### src/rtl/kbd_pkg.sv
// Shared types and constants for the PS/2 keyboard event queue.
package kbd_pkg;

    typedef struct packed {
        logic       brk;
        logic       ext;
        logic [7:0] code;
    } kbd_event_t;

    typedef enum logic [1:0] {
        IDLE,
        S_E0,
        S_F0,
        S_E0F0
    } kbd_fsm_e;

    localparam logic [7:0] PS2_EXT = 8'hE0;
    localparam logic [7:0] PS2_BRK = 8'hF0;
    localparam logic [7:0] PS2_NUL = 8'h00;
    localparam logic [7:0] PS2_ERR = 8'hFF;

    // Register select values taken from bus_addr[3:2]
    localparam logic [1:0] REG_DATA   = 2'd0;
    localparam logic [1:0] REG_STATUS = 2'd1;
    localparam logic [1:0] REG_CTRL   = 2'd2;

    localparam int DATA_VALID  = 31;
    localparam int STAT_EMPTY  = 16;
    localparam int STAT_FULL   = 17;
    localparam int STAT_OVF    = 24;
    localparam int STAT_ERR    = 25;
    localparam int CTRL_EN     = 0;
    localparam int CTRL_DROP   = 1;
    localparam int CTRL_IRQ_EN = 2;
    localparam int CTRL_FLUSH  = 3;

endpackage

### src/rtl/sync_fifo.sv
// Single-clock FIFO with first-word fall-through head and occupancy count.
module sync_fifo #(
    parameter  int WIDTH = 10,
    parameter  int DEPTH = 8,
    localparam int CNT_W = $clog2(DEPTH) + 1
) (
    input  logic             clk,
    input  logic             rst,
    input  logic             push,
    input  logic [WIDTH-1:0] din,
    input  logic             pop,
    input  logic             flush,
    output logic             full,
    output logic             empty,
    output logic [CNT_W-1:0] count,
    output logic [WIDTH-1:0] head
);

    localparam int AW = $clog2(DEPTH);

    logic [WIDTH-1:0] mem [DEPTH];
    logic [AW-1:0]    wr_ptr;
    logic [AW-1:0]    rd_ptr;
    logic             do_push;
    logic             do_pop;

    assign full    = (count == CNT_W'(DEPTH));
    assign empty   = (count == '0);
    // A pop frees a slot in the same cycle, so a full FIFO can still accept a push
    assign do_pop  = pop && !empty;
    assign do_push = push && (!full || do_pop);
    assign head    = mem[rd_ptr];

    always_ff @(posedge clk or posedge rst) begin
        if (rst) begin
            wr_ptr <= '0;
            rd_ptr <= '0;
            count  <= '0;
        end else if (flush) begin
            wr_ptr <= '0;
            rd_ptr <= '0;
            count  <= '0;
        end else begin
            if (do_push)
                wr_ptr <= wr_ptr + 1'b1;
            if (do_pop)
                rd_ptr <= rd_ptr + 1'b1;
            count <= count + CNT_W'(do_push) - CNT_W'(do_pop);
        end
    end

    always_ff @(posedge clk) begin
        if (do_push && !flush)
            mem[wr_ptr] <= din;
    end

endmodule

### src/rtl/kbd_event_queue.sv
// PS/2 prefix folding into make/break events, buffered behind DATA/STATUS/CTRL registers.
module kbd_event_queue
    import kbd_pkg::*;
#(
    parameter  int DEPTH = 8,
    localparam int CNT_W = $clog2(DEPTH) + 1
) (
    input  logic        clk,
    input  logic        rst,
    input  logic        key_valid,
    input  logic [7:0]  key_code,
    input  logic        cs,
    input  logic [3:0]  bus_addr,
    input  logic        bus_we,
    input  logic        bus_re,
    input  logic [31:0] bus_wdata,
    output logic [31:0] bus_rdata,
    output logic        irq
);

    kbd_fsm_e   state;
    kbd_fsm_e   state_nxt;
    kbd_event_t evt;
    kbd_event_t head;
    logic       evt_push;
    logic       set_err;
    logic       en;
    logic       drop_brk;
    logic       irq_en;
    logic       ovf;
    logic       err;

    logic             fifo_full;
    logic             fifo_empty;
    logic [CNT_W-1:0] fifo_count;

    logic [1:0] reg_sel;
    logic       ctrl_wr;
    logic       stat_wr;
    logic       flush;
    logic       pop;
    logic       push;
    logic       ovf_set;

    assign reg_sel = bus_addr[3:2];
    assign ctrl_wr = cs && bus_we && (reg_sel == REG_CTRL);
    assign stat_wr = cs && bus_we && (reg_sel == REG_STATUS);
    assign flush   = ctrl_wr && bus_wdata[CTRL_FLUSH];
    assign pop     = cs && bus_re && (reg_sel == REG_DATA) && !fifo_empty;
    assign push    = evt_push && !flush;
    assign ovf_set = push && fifo_full && !pop;
    assign irq     = irq_en && !fifo_empty;

    logic unused_bits;
    assign unused_bits = &{1'b0, bus_addr[1:0], bus_wdata[31:26], bus_wdata[23:4]};

    always_comb begin
        state_nxt = state;
        evt       = '0;
        evt_push  = 1'b0;
        set_err   = 1'b0;
        if (key_valid && en) begin
            if (key_code == PS2_NUL || key_code == PS2_ERR) begin
                set_err   = 1'b1;
                state_nxt = IDLE;
            end else begin
                case (state)
                    IDLE: begin
                        if (key_code == PS2_EXT)
                            state_nxt = S_E0;
                        else if (key_code == PS2_BRK)
                            state_nxt = S_F0;
                        else begin
                            evt      = {1'b0, 1'b0, key_code};
                            evt_push = 1'b1;
                        end
                    end
                    S_E0: begin
                        if (key_code == PS2_BRK)
                            state_nxt = S_E0F0;
                        else begin
                            evt       = {1'b0, 1'b1, key_code};
                            evt_push  = 1'b1;
                            state_nxt = IDLE;
                        end
                    end
                    S_F0: begin
                        evt       = {1'b1, 1'b0, key_code};
                        evt_push  = 1'b1;
                        state_nxt = IDLE;
                    end
                    S_E0F0: begin
                        evt       = {1'b1, 1'b1, key_code};
                        evt_push  = 1'b1;
                        state_nxt = IDLE;
                    end
                    default: state_nxt = IDLE;
                endcase
            end
        end
        // Break events are still decoded so the FSM stays in step with the byte stream
        if (drop_brk && evt.brk)
            evt_push = 1'b0;
    end

    always_ff @(posedge clk or posedge rst) begin
        if (rst)
            state <= IDLE;
        else if (flush || !en)
            state <= IDLE;
        else
            state <= state_nxt;
    end

    always_ff @(posedge clk or posedge rst) begin
        if (rst) begin
            en       <= 1'b1;
            drop_brk <= 1'b0;
            irq_en   <= 1'b0;
            ovf      <= 1'b0;
            err      <= 1'b0;
        end else begin
            if (ctrl_wr) begin
                en       <= bus_wdata[CTRL_EN];
                drop_brk <= bus_wdata[CTRL_DROP];
                irq_en   <= bus_wdata[CTRL_IRQ_EN];
            end
            // A new sticky event in the same cycle as its W1C wins over the clear
            ovf <= (ovf && !(stat_wr && bus_wdata[STAT_OVF])) || ovf_set;
            err <= (err && !(stat_wr && bus_wdata[STAT_ERR])) || set_err;
        end
    end

    sync_fifo #(
        .WIDTH($bits(kbd_event_t)),
        .DEPTH(DEPTH)
    ) u_fifo (
        .clk  (clk),
        .rst  (rst),
        .push (push),
        .din  (evt),
        .pop  (pop),
        .flush(flush),
        .full (fifo_full),
        .empty(fifo_empty),
        .count(fifo_count),
        .head (head)
    );

    always_comb begin
        bus_rdata = '0;
        if (cs) begin
            case (reg_sel)
                REG_DATA: begin
                    if (!fifo_empty)
                        bus_rdata = {1'b1, 21'b0, head.brk, head.ext, head.code};
                end
                REG_STATUS: begin
                    bus_rdata[CNT_W-1:0] = fifo_count;
                    bus_rdata[STAT_EMPTY] = fifo_empty;
                    bus_rdata[STAT_FULL]  = fifo_full;
                    bus_rdata[STAT_OVF]   = ovf;
                    bus_rdata[STAT_ERR]   = err;
                end
                REG_CTRL: begin
                    bus_rdata[CTRL_EN]     = en;
                    bus_rdata[CTRL_DROP]   = drop_brk;
                    bus_rdata[CTRL_IRQ_EN] = irq_en;
                end
                default: bus_rdata = '0;
            endcase
        end
    end

endmodule

### config.mk
export PLATFORM = sky130hd
export DESIGN_NAME = kbd_event_queue
export DESIGN_NICKNAME = d
export VERILOG_FILES = /design/src/rtl/kbd_pkg.sv /design/src/rtl/sync_fifo.sv /design/src/rtl/kbd_event_queue.sv
export SDC_FILE = /design/constraint.sdc
export NUM_CORES = 1
export LEC_CHECK = 0
export ABC_CLOCK_PERIOD_IN_PS = 5900
export BUFFER_PORTS_ARGS = -buffer_cell sky130_fd_sc_hd__buf_2
export CAP_MARGIN = 20
export CORE_ASPECT_RATIO = 1.25
export CORE_MARGIN = 3
export CORE_UTILIZATION = 55
export DETAILED_ROUTE_END_ITERATION = 7
export PLACE_DENSITY_LB_ADDON = 0.2
export RECOVER_POWER = 25
export SLEW_MARGIN = 40
export SYNTH_ARGS = -nofsm -noshare
export SYNTH_HDL_FRONTEND = slang
export SYNTH_SLANG_ARGS = --single-unit
### constraint.sdc
create_clock -name clk -period 5.9 [get_ports clk]
set_input_delay 0.59 -clock clk [delete_from_list [all_inputs] [get_ports clk]]
set_output_delay 0.59 -clock clk [all_outputs]
set_load 0.01 [all_outputs]
==> impl_metrics.json, run 1 <==
{
  "antenna_found_initial": 0,
  "finClkSkew_ns": 0.00902,
  "ys_ff_latch": 97,
  "yosysWarnings": 0,
  "die_y_um": 107,
  "area_growth_pct": 10.7,
  "detail_route.first_pass.iterations": 4,
  "gp_congestion": 0.788,
  "cp-start-kind": "flip-flop",
  "finalMaxSlewViolations": 0,
  "r2r_start": "u_fifo.count[2]",
  "status": "completed",
  "endpoint": "u_fifo.count[2]",
  "synth_area_leader_cell": "edfxtp_1",
  "grt-ovfl-total": 0,
  "max-slew-margin-rel_pct": 20.5,
  "cts_setup_buffers": 0,
  "critPathMaxStageDelay_ns": 0.48,
  "yosys-top-cells-count": "80 x edfxtp_1, 20 x mux4_2, 19 x nor2_1",
  "path_max_fanout": 11,
  "synthArstFlopShare_pct": 17.5,
  "worst_pin_slew_ns": 1.19,
  "die_area_um2": 9220,
  "cts_buffer_depth": 2,
  "crit_family": "simple AND/OR/NAND/NOR gates",
  "synth_top_area_share_pct": 53.9,
  "hold_path_class": "in -> async",
  "grt_pass1_wl_um": 13200,
  "setup_viol": 0,
  "ys_types": 48,
  "regArea_um2": 2830,
  "final_hold_viol_count": 0,
  "cts_resized": 0,
  "die_w_um": 86.5,
  "startpoint": "u_fifo.count[2]",
  "cts.htree.levels": 3,
  "rsz0062_at_grt": "false",
  "hold_buffers": 0,
  "dp_cells": 419,
  "drv_cap": 0,
  "antenna_cells": 0,
  "dpl.hpwl_um": 5720,
  "syn-cell-area_um2": 4450,
  "drtAntennaViolNets": 0,
  "criticalPathCategory": "reg -> reg",
  "yosysMostFrequentCell": "edfxtp_1",
  "drc_errors": 0,
  "first_iter_violations": 190,
  "multi_input_area_um2": 1480,
  "finalCritPeriodShare_pct": 53.4,
  "wire_per_inst_um": 18.7,
  "critical_path_depth": 13,
  "cp_cell_sequence": "inv_1, ha_1, or3b_2, nand2_1, inv_1, nand2_1, inv_1, ha_1, inv_1, ha_1, fa_1, xnor2_1, nor2_1",
  "grt_pass1_vias": 2490,
  "vias": 2496,
  "power_leakage_nw": 1.83,
  "synthCells": 289,
  "fmax_mhz": 318,
  "start_util_pct": 56.8,
  "portBuffers": 37,
  "cts_tree": "done",
  "critPathMostFrequentCell": "inv_1",
  "synth.top_cells.by_area": "edfxtp_1 54%, mux4_2 10%, dfrtp_1 9.0%, buf_4 2.9%, mux2i_1 2.5%",
  "peakVddDrop_uv": 174,
  "power.density_nw_per_um2": 381,
  "coreArea_um2": 7840,
  "clk_pin_slew_worst_paths_ns": 0.09,
  "crit_path_top_delay_cell": "or3b_2",
  "ys.flop_type": "edfxtp_1",
  "r2r_cells": 13,
  "whs_ns": 0.314,
  "fill_cells": 585,
  "required_ns": 6.11,
  "crit_arrival_ns": 3.36,
  "yosysSeqAreaShare_pct": 63.5,
  "cts_sinks": 97,
  "root_buffer": "clkbuf_8",
  "boundaryPins": 83,
  "reg2reg_slack_ns": 2.75,
  "via_per_inst": 5.75,
  "stdcell_count": 434,
  "drive_above_1_share_pct": 28.6,
  "row_count": 36,
  "timing.final.crit_period_ns": 3.15,
  "reg2reg_to": "u_fifo.count[2]",
  "grt_max_degree": 23,
  "numCtsBuffers": 9,
  "synth_area_per_cell_um2": 15.4,
  "synth-edff-count": 80,
  "endpoint_kind": "flip-flop",
  "nNetsFinal": 394,
  "grtUsageTotal_pct": 19.3,
  "clock_latency_ns": 0.35,
  "setup_tns_ns": 0,
  "timing.critical_path.buf_inv": 4,
  "wirelength_um": 8130
}
## power breakdown
group / leakage (nW) / switching, mW / internal [mW]
Combinational: 0.779 / 0.235 / 0.263
Sequential: 0.942 / 0.101 / 0.821
Clock: 0.106 / 0.221 / 0.239
## through the flow
step / total power, mW / setup WS [ns] / util [%] / cell area (um2)
3_5_place_dp: 1.45 / 2.72 / 60.4 / 4740
6_report: 1.88 / 2.75 / 62.9 / 4930
4_1_cts: 1.90 / 2.69 / 63.2 / 4950
3_3_place_gp: 1.44 / 2.76 / 60.4 / 4730
2_1_floorplan: 1.31 / 2.90 / - / 4510
5_1_grt: 1.99 / 2.47 / 62.9 / 4930
## cells in the final DEF (no fill, tap or decap), types with 2 or more instances in the layout
master      n
inv_6       2
conb_1     17
dfrtp_1    15
or3b_2      2
clkbuf_8    9
a21oi_1     5
a31oi_1     2
ha_1        8
clkbuf_1    2
o21ai_0     4
nand2_1    13
and2_1     10
mux2_2      3
nor3_1      3
xnor2_1     2
edfxtp_1   80
nand3_1     7
and2_0      4
nor4_1      2
and2b_1     2
nor2_1     18
buf_2      35
inv_1      13
bufinv_16   2
nand4_1     4
and3b_1     2
nor4b_2     3
mux2i_1    11
xor2_1      2
o22ai_1     3
buf_4       8
mux4_2     20
a32o_1      2
a22o_1      3
## sequential cells by signal (all words and copies together) (netlist names)
register / flops
u_fifo.rd_ptr: 3
en: 1
irq_en: 1
ovf: 1
u_fifo.mem: 80
u_fifo.count: 4
u_fifo.wr_ptr: 3
drop_brk: 1
err: 1
state: 2
## worst reg2reg max path, stage by stage, from the launching register on
cell	delay, ns
dfrtp_1	0.38
inv_1	0.10
ha_1	0.17
or3b_2	0.48
nand2_1	0.39
inv_1	0.16
nand2_1	0.16
inv_1	0.06
ha_1	0.27
inv_1	0.04
ha_1	0.21
fa_1	0.38
xnor2_1	0.16
nor2_1	0.06
## cell type report
cell class / count / share of cell area, %
clock buffers: 9 / 2.51
clock inverters: 6 / 1.83
inverters: 13 / 0.990
multi-input cells: 169 / 29.9
flip-flops and latches: 97 / 57.4
well taps: 95 / 2.41
repair buffers: 45 / 4.92
## layer usage
| layer | up-vias | track usage [%] | share of wire [%] |
|---|---|---|---|
| li1 | 1157 | - | - |
| met1 | 1264 | 26.0 | 43 |
| met2 | 65 | 31.8 | 52 |
| met3 | 10 | 3.23 | 4.3 |
| met4 | 0 | 7.02 | 1.3 |
| met5 | - | 0 | 0 |
## worst min-delay path by stage
stage               start         endpoint  depth (start not counted)
floorplan             err              err                          1
global placement      ovf              ovf                          1
detailed placement    err              err                          1
CTS                   rst  u_fifo.count[1]                          2
global route          rst         state[1]                          2
finish                rst  u_fifo.count[1]                          2
## logic make-up (layout without fill, tap and decap cells)
family                     after synthesis  after routing  share of synthesized area, %
AOI/OAI and AO/OA                       24             24                          4.05
xor gates and xnor gates                 4              4                         0.787
adders and majority gates                9              9                          2.70
buffers and inverters                   39             73                          4.78
DFF                                     97             97                          63.5
muxes                                   34             34                          13.3
other                                    1             17                        0.0842
and+or+nand+nor                         81             81                          10.8
Note: power is estimated with default switching activity, not from simulation.
==> inputs of run 2 (changes only) <==
--- a/config.mk
+++ b/config.mk
@@ -5,12 +5,13 @@
 export SDC_FILE = /design/constraint.sdc
 export NUM_CORES = 1
 export LEC_CHECK = 0
-export ABC_CLOCK_PERIOD_IN_PS = 5900
+export ABC_AREA = 1
+export ABC_CLOCK_PERIOD_IN_PS = 2800
 export BUFFER_PORTS_ARGS = -buffer_cell sky130_fd_sc_hd__buf_2
 export CAP_MARGIN = 20
 export CORE_ASPECT_RATIO = 1.25
 export CORE_MARGIN = 3
-export CORE_UTILIZATION = 55
+export CORE_UTILIZATION = 50
 export DETAILED_ROUTE_END_ITERATION = 7
 export PLACE_DENSITY_LB_ADDON = 0.2
 export RECOVER_POWER = 25
==> constraint.sdc (replaced) <==
create_clock -name clk -period 2.8 [get_ports clk]
set_input_delay 0.28 -clock clk [delete_from_list [all_inputs] [get_ports clk]]
set_output_delay 0.28 -clock clk [all_outputs]
set_load 0.01 [all_outputs]
==> impl_metrics.json, run 2 <==
{
  "status": "finished with violations",
  "violations": "hold timing",
  "die_y_um": 114,
  "wirelength_um": 9820,
  "pwr-share-comb_pct": 32.3,
  "p_sw_mw": 1.47,
  "ys_types": 34,
  "synth-edff-count": 80,
  "power.total_mw": 3.98,
  "hold_path_class": "in -> async",
  "final_common_cell": "nor2_1",
  "peakVddDrop_uv": 515,
  "cts_sinks": 97,
  "layout_common_cells": "89 x nor2_1, 80 x edfxtp_1, 49 x nand2_1",
  "grtUsageTotal_pct": 19.7,
  "grt-ovfl-total": 0,
  "grt_max_degree": 43,
  "area_growth_pct": 10.3,
  "antenna_cells": 0,
  "cts_resized": 0,
  "die_area_um2": 10500,
  "largest_register": "u_fifo.mem",
  "fmax_mhz": 400,
  "setup_tns_ns": 0,
  "clk_pin_slew_worst_paths_ns": 0.09,
  "power.density_nw_per_um2": 780,
  "antenna_found_initial": 0,
  "clock_latency_ns": 0.37,
  "nNetsFinal": 555,
  "final_area_um2": 5100,
  "endpoint_kind": "flip-flop",
  "die_w_um": 92.1,
  "criticalPathCategory": "reg -> reg",
  "yosysSeqAreaShare_pct": 61.1,
  "pwr-share-clk_pct": 20.9,
  "p_sw_share_pct": 37.0,
  "grt_pass1_wl_um": 15700,
  "path_max_fanout": 8,
  "final_hold_viol_count": 12,
  "hold_buffers": 0,
  "largest_register_ffs": 80,
  "drv_cap": 0,
  "seqPwrFrac_pct": 46.8,
  "p_int_mw": 2.51,
  "drc_errors": 0,
  "reg_top3": "u_fifo.mem x80, u_fifo.count x4",
  "detail_route.first_pass.iterations": 6,
  "synthArstFlopShare_pct": 17.5,
  "syn-cell-area_um2": 4630,
  "numCtsBuffers": 9,
  "boundaryPins": 83,
  "first_iter_violations": 223,
  "yosys-top-cells-count": "87 x nor2_1, 80 x edfxtp_1, 49 x nand2_1",
  "fin_ws_ns": 0.303,
  "finalCritPeriodShare_pct": 89.2,
  "grt_pass1_vias": 3176,
  "start_util_pct": 52.3,
  "ys.flop_type": "edfxtp_1",
  "synth_area_leader_cell": "edfxtp_1",
  "portBuffers": 37,
  "worst_pin_slew_ns": 0.675,
  "row_count": 38,
  "reg2reg_slack_ns": 0.30,
  "dpl.hpwl_um": 6590,
  "finClkSkew_ns": 0.00695,
  "wire_per_inst_um": 15.8,
  "synthCells": 446,
  "gp_congestion": 0.816,
  "place_ws_ns": 0.444,
  "yosysWarnings": 0,
  "cp-start-kind": "flip-flop",
  "power_leakage_nw": 2.08,
  "dp_cells": 605,
  "cts_buffer_depth": 2,
  "drtAntennaViolNets": 0,
  "placed_area_um2": 4960,
  "synth_area_per_cell_um2": 10.4,
  "setup_viol": 0,
  "yosysMostFrequentCell": "nor2_1",
  "fin_util_pct": 57.7,
  "coreArea_um2": 8840,
  "root_buffer": "clkbuf_8",
  "ys_ff_latch": 97,
  "synth_top_area_share_pct": 51.9,
  "drive_above_1_share_pct": 17.0,
  "required_ns": 3.07,
  "vias": 3269,
  "max-slew-margin-rel_pct": 54.9,
  "cts_setup_buffers": 0,
  "cts_tree": "done",
  "via_per_inst": 5.27,
  "finalMaxSlewViolations": 0,
  "cts.htree.levels": 3,
  "whs_ns": -0.00447,
  "rsz0062_at_grt": "false",
  "timing.final.crit_period_ns": 2.50,
  "stdcell_count": 620,
  "synth.top_cells.by_area": "edfxtp_1 52%, dfrtp_1 8.7%, nor2_1 7.1%, o21ai_0 5.1%, nand2_1 4.0%",
  "crit_arrival_ns": 2.77
}
## run 2: changes by cell type after synthesis, sizes merged, moves of 8 or more
cell | before | now
mux4 | 20 | 0
nor2 | 19 | 91
nand2 | 13 | 54
nand3 | 8 | 25
mux2i | 11 | 0
inv | 13 | 37
o21ai | 4 | 52
and2 | 15 | 0
a31oi | 2 | 10
## run 2: worst paths after layout
check / from / endpoint / cells past startpoint
max: en / u_fifo.count[1] / 12
min: rst / state[1] / 2
max reg2reg: en / u_fifo.count[1] / 12
min reg2reg: ovf / ovf / 2
max in group asynchronous: rst / u_fifo.count[2] / 2
min in group clk: bus_wdata[1] / drop_brk / 2
## run 2: final cells by class
| cell class | instances | area [um2] |
|---|---|---|
| timing repair buffer | 54 | 294 |
| multi-input combinational | 296 | 1510 |
| clock inverter | 6 | 52.6 |
| inverter | 38 | 143 |
| fill | 795 | 3740 |
| sequential | 97 | 2830 |
| clock buffer | 9 | 124 |
| tap | 120 | 150 |
## run 2: cells by family (layout without fill, tap and decap cells)
group	after synthesis	count (layout)	share of synthesized area, %
adders and majority gates	9	9	2.60
muxes	2	2	0.487
and+or+nand+nor	184	184	18.4
AOI/OAI and AO/OA	82	82	9.62
xor gates and xnor gates	2	2	0.379
DFF	97	97	61.1
other	1	17	0.0810
buffers and inverters	69	107	7.30
## run 2: worst max-delay path: stages (launching register included)
cell	delay, ns
dfstp_1	0.57
nand2_1	0.12
clkinv_1	0.10
nand2_1	0.05
inv_1	0.06
nand2_2	0.04
nor2_1	0.38
nand3_4	0.22
inv_1	0.13
ha_1	0.19
fa_1	0.42
nand2_1	0.08
inv_1	0.04
## run 2: metal layers
metal | global-route usage [%] | vias to the layer above | share of wire (%)
met5 | 0 | - | 0
li1 | - | 1594 | -
met1 | 24.8 | 1570 | 41
met3 | 2.44 | 18 | 4.1
met4 | 9.42 | 0 | 2.6
met2 | 34.0 | 87 | 52
## run 2: power groups by stage
stage	Combinational [mW]	Sequential (mW)	Clock [mW]
6_report	1.29	1.86	0.830
5_1_grt	1.48	1.88	0.892
2_1_floorplan	0.989	1.87	0
3_3_place_gp	1.28	1.89	0
3_5_place_dp	1.30	1.90	0
4_1_cts	1.31	1.87	0.842
==> inputs of run 3 (changes only) <==
--- a/config.mk
+++ b/config.mk
@@ -9,13 +9,16 @@
 export ABC_CLOCK_PERIOD_IN_PS = 2800
 export BUFFER_PORTS_ARGS = -buffer_cell sky130_fd_sc_hd__buf_2
 export CAP_MARGIN = 20
+export CELL_PAD_IN_SITES_DETAIL_PLACEMENT = 0
+export CELL_PAD_IN_SITES_GLOBAL_PLACEMENT = 1
 export CORE_ASPECT_RATIO = 1.25
 export CORE_MARGIN = 3
-export CORE_UTILIZATION = 50
+export CORE_UTILIZATION = 39
 export DETAILED_ROUTE_END_ITERATION = 7
 export PLACE_DENSITY_LB_ADDON = 0.2
 export RECOVER_POWER = 25
 export SLEW_MARGIN = 40
 export SYNTH_ARGS = -nofsm -noshare
 export SYNTH_HDL_FRONTEND = slang
+export SYNTH_HIERARCHICAL = 1
 export SYNTH_SLANG_ARGS = --single-unit
==> impl_metrics.json, run 3 <==
{
  "status": "completed",
  "setup_viol": 0,
  "cts_sinks": 97,
  "cts_tree": "done",
  "finClkSkew_ns": 0.00850,
  "portBuffers": 37,
  "drive_above_1_share_pct": 14.5,
  "grt_max_degree": 43,
  "synth_top_area_share_pct": 49.0,
  "ys.flop_type": "edfxtp_1",
  "grt_pass1_wl_um": 17200,
  "regArea_um2": 2830,
  "synth-edff-count": 80,
  "critPathMaxStageDelay_ns": 0.42,
  "largest_register_ffs": 80,
  "root_buffer": "clkbuf_16",
  "criticalPathCategory": "reg -> reg",
  "rsz0062_at_grt": "false",
  "grt-ovfl-total": 0,
  "antenna_found_initial": 0,
  "peakVddDrop_uv": 412,
  "start_util_pct": 40.1,
  "worst_pin_slew_ns": 0.738,
  "wirelength_um": 10700,
  "grtUsageTotal_pct": 16.1,
  "final_common_cell": "nor2_1",
  "power.density_nw_per_um2": 866,
  "yosysMostFrequentCell": "nor2_1",
  "required_ns": 3.03,
  "largest_register": "u_fifo/mem",
  "cts_setup_buffers": 0,
  "die_y_um": 131,
  "cts.htree.levels": 3,
  "dpl.hpwl_um": 7170,
  "cts_buffer_depth": 2,
  "ys_ff_latch": 97,
  "area_growth_pct": 13.1,
  "coreArea_um2": 12200,
  "reg_top3": "u_fifo/mem x80, u_fifo/count x4",
  "final_hold_viol_count": 0,
  "row_count": 45,
  "drv_cap": 0,
  "path_max_fanout": 5,
  "fmax_mhz": 386,
  "vias": 3458,
  "ys_types": 31,
  "yosysWarnings": 6,
  "antenna_cells": 0,
  "whs_ns": 0.132,
  "die_w_um": 106,
  "endpoint_kind": "flip-flop",
  "syn-cell-area_um2": 4900,
  "max-slew-margin-rel_pct": 50.4,
  "wire_per_inst_um": 14.3,
  "cp-start-kind": "flip-flop",
  "via_per_inst": 4.64,
  "grt_pass1_vias": 3383,
  "detail_route.first_pass.iterations": 4,
  "layout_common_cells": "138 x nor2_1, 91 x nand2_1, 80 x edfxtp_1",
  "cp_cell_sequence": "inv_1, ha_1, nand2_2, inv_1, inv_1, nand4_2, nor2_1, nand2_1, or2_1, o21ai_1, ha_1, fa_1, inv_1, nor2_1",
  "synth.top_cells.by_area": "edfxtp_1 49%, nor2_1 11%, dfrtp_1 8.2%, nand2_1 6.9%, o21ai_1 4.6%",
  "synthCells": 532,
  "yosysSeqAreaShare_pct": 57.7,
  "synthArstFlopShare_pct": 17.5,
  "drc_errors": 0,
  "finalCritPeriodShare_pct": 92.5,
  "gp_congestion": 0.824,
  "numCtsBuffers": 9,
  "crit_path_top_delay_cell": "fa_1",
  "timing.final.crit_period_ns": 2.59,
  "crit_arrival_ns": 2.82,
  "yosys-top-cells-count": "138 x nor2_1, 90 x nand2_1, 80 x edfxtp_1",
  "synth_area_per_cell_um2": 9.22,
  "hold_path_class": "in -> reg",
  "drtAntennaViolNets": 0,
  "critPathMostFrequentCell": "inv_1",
  "setup_tns_ns": 0,
  "fill_cells": 1217,
  "die_area_um2": 14000,
  "nNetsFinal": 635,
  "finalMaxSlewViolations": 0,
  "boundaryPins": 83,
  "power_leakage_nw": 2.47,
  "first_iter_violations": 178,
  "clock_latency_ns": 0.34,
  "synth_area_leader_cell": "edfxtp_1",
  "clk_pin_slew_worst_paths_ns": 0.07,
  "multi_input_area_um2": 1630
}
## run 3: changes by cell type after synthesis, moves of 9 or more
cell,delta
nor2_1,+51
inv_1,+19
o21ai_1,+40
o21ai_0,-44
a31oi_1,-10
nand2_1,+41
buf_6,+9
## run 3: layer usage
layer / global-route usage [%] / vias up / part of all wire, %
met4: 7.34 / 0 / 1.9
met2: 27.3 / 84 / 51
li1: - / 1779 / -
met3: 2.56 / 12 / 4.6
met1: 20.0 / 1583 / 42
met5: 0 / - / 0
## run 3: path summary, 6_finish.rpt
path / start / end / slack, ns / depth (start not counted)
worst max-delay path: u_fifo/count[2] / u_fifo/count[1] / 0.21 / 14
worst min-delay path: bus_wdata[0] / en / 0.13 / 3
worst max register to register: u_fifo/count[2] / u_fifo/count[1] / 0.21 / 14
worst min register to register: en / en / 0.50 / 2
max in group asynchronous: rst / u_fifo/wr_ptr[2] / 2.06 / 3
min in group asynchronous: rst / drop_brk / 0.42 / 3
## run 3: final cells by class
type / instances / share of cell area (%)
inverters: 61 / 4.13
clock buffers: 9 / 4.06
well taps: 164 / 3.70
repair buffers: 51 / 5.66
multi-input cells: 357 / 29.4
flip-flops and latches: 97 / 51.0
clock inverters: 6 / 2.07
## run 3: logic make-up after synthesis
kind of cell	count (synthesis)	share of synthesized area (%)
AND/OR/NAND/NOR	273	23.5
AO/OA/AOI/OAI	56	5.94
XOR/XNOR	3	0.536
other	1	0.0765
flip-flops	97	57.7
buffers and inverters	94	10.0
adder cells (fa/ha/maj)	8	2.19
## run 3: repair_timing
item | in CTS | in global routing
hold buffers | 1 | 0
resized for setup | 0 | 1
hold endpoints to repair | 16 | 0
endpoints found under the setup margin | 0 | 1
## run 3: worst max-delay path, delay by kind of cell (launching register included)
family / cells / cell delay (ns)
compound gates: 1 / 0.11
flops: 1 / 0.38
buf+inv: 4 / 0.31
fa+ha+maj: 3 / 0.84
simple gates: 6 / 0.83
## run 3: stage by stage
stage / setup slack [ns] / std cells / power, mW / utilization, % / instance area, um2
2_1_floorplan: 0.359 / 548 / 3.15 / - / 4960
3_3_place_gp: 0.138 / 729 / 3.45 / 42.7 / 5220
3_5_place_dp: 0.144 / 729 / 3.47 / 42.7 / 5220
4_1_cts: 0.110 / 745 / 4.87 / 45.6 / 5570
5_1_grt: 0.0189 / 745 / 5.18 / 45.4 / 5550
6_report: 0.211 / 745 / 4.80 / 45.4 / 5550
## run 3: where the power goes
group          switching [mW]  internal (mW)
clock                   0.518          0.872
combinational            1.05          0.541
sequential              0.106           1.71
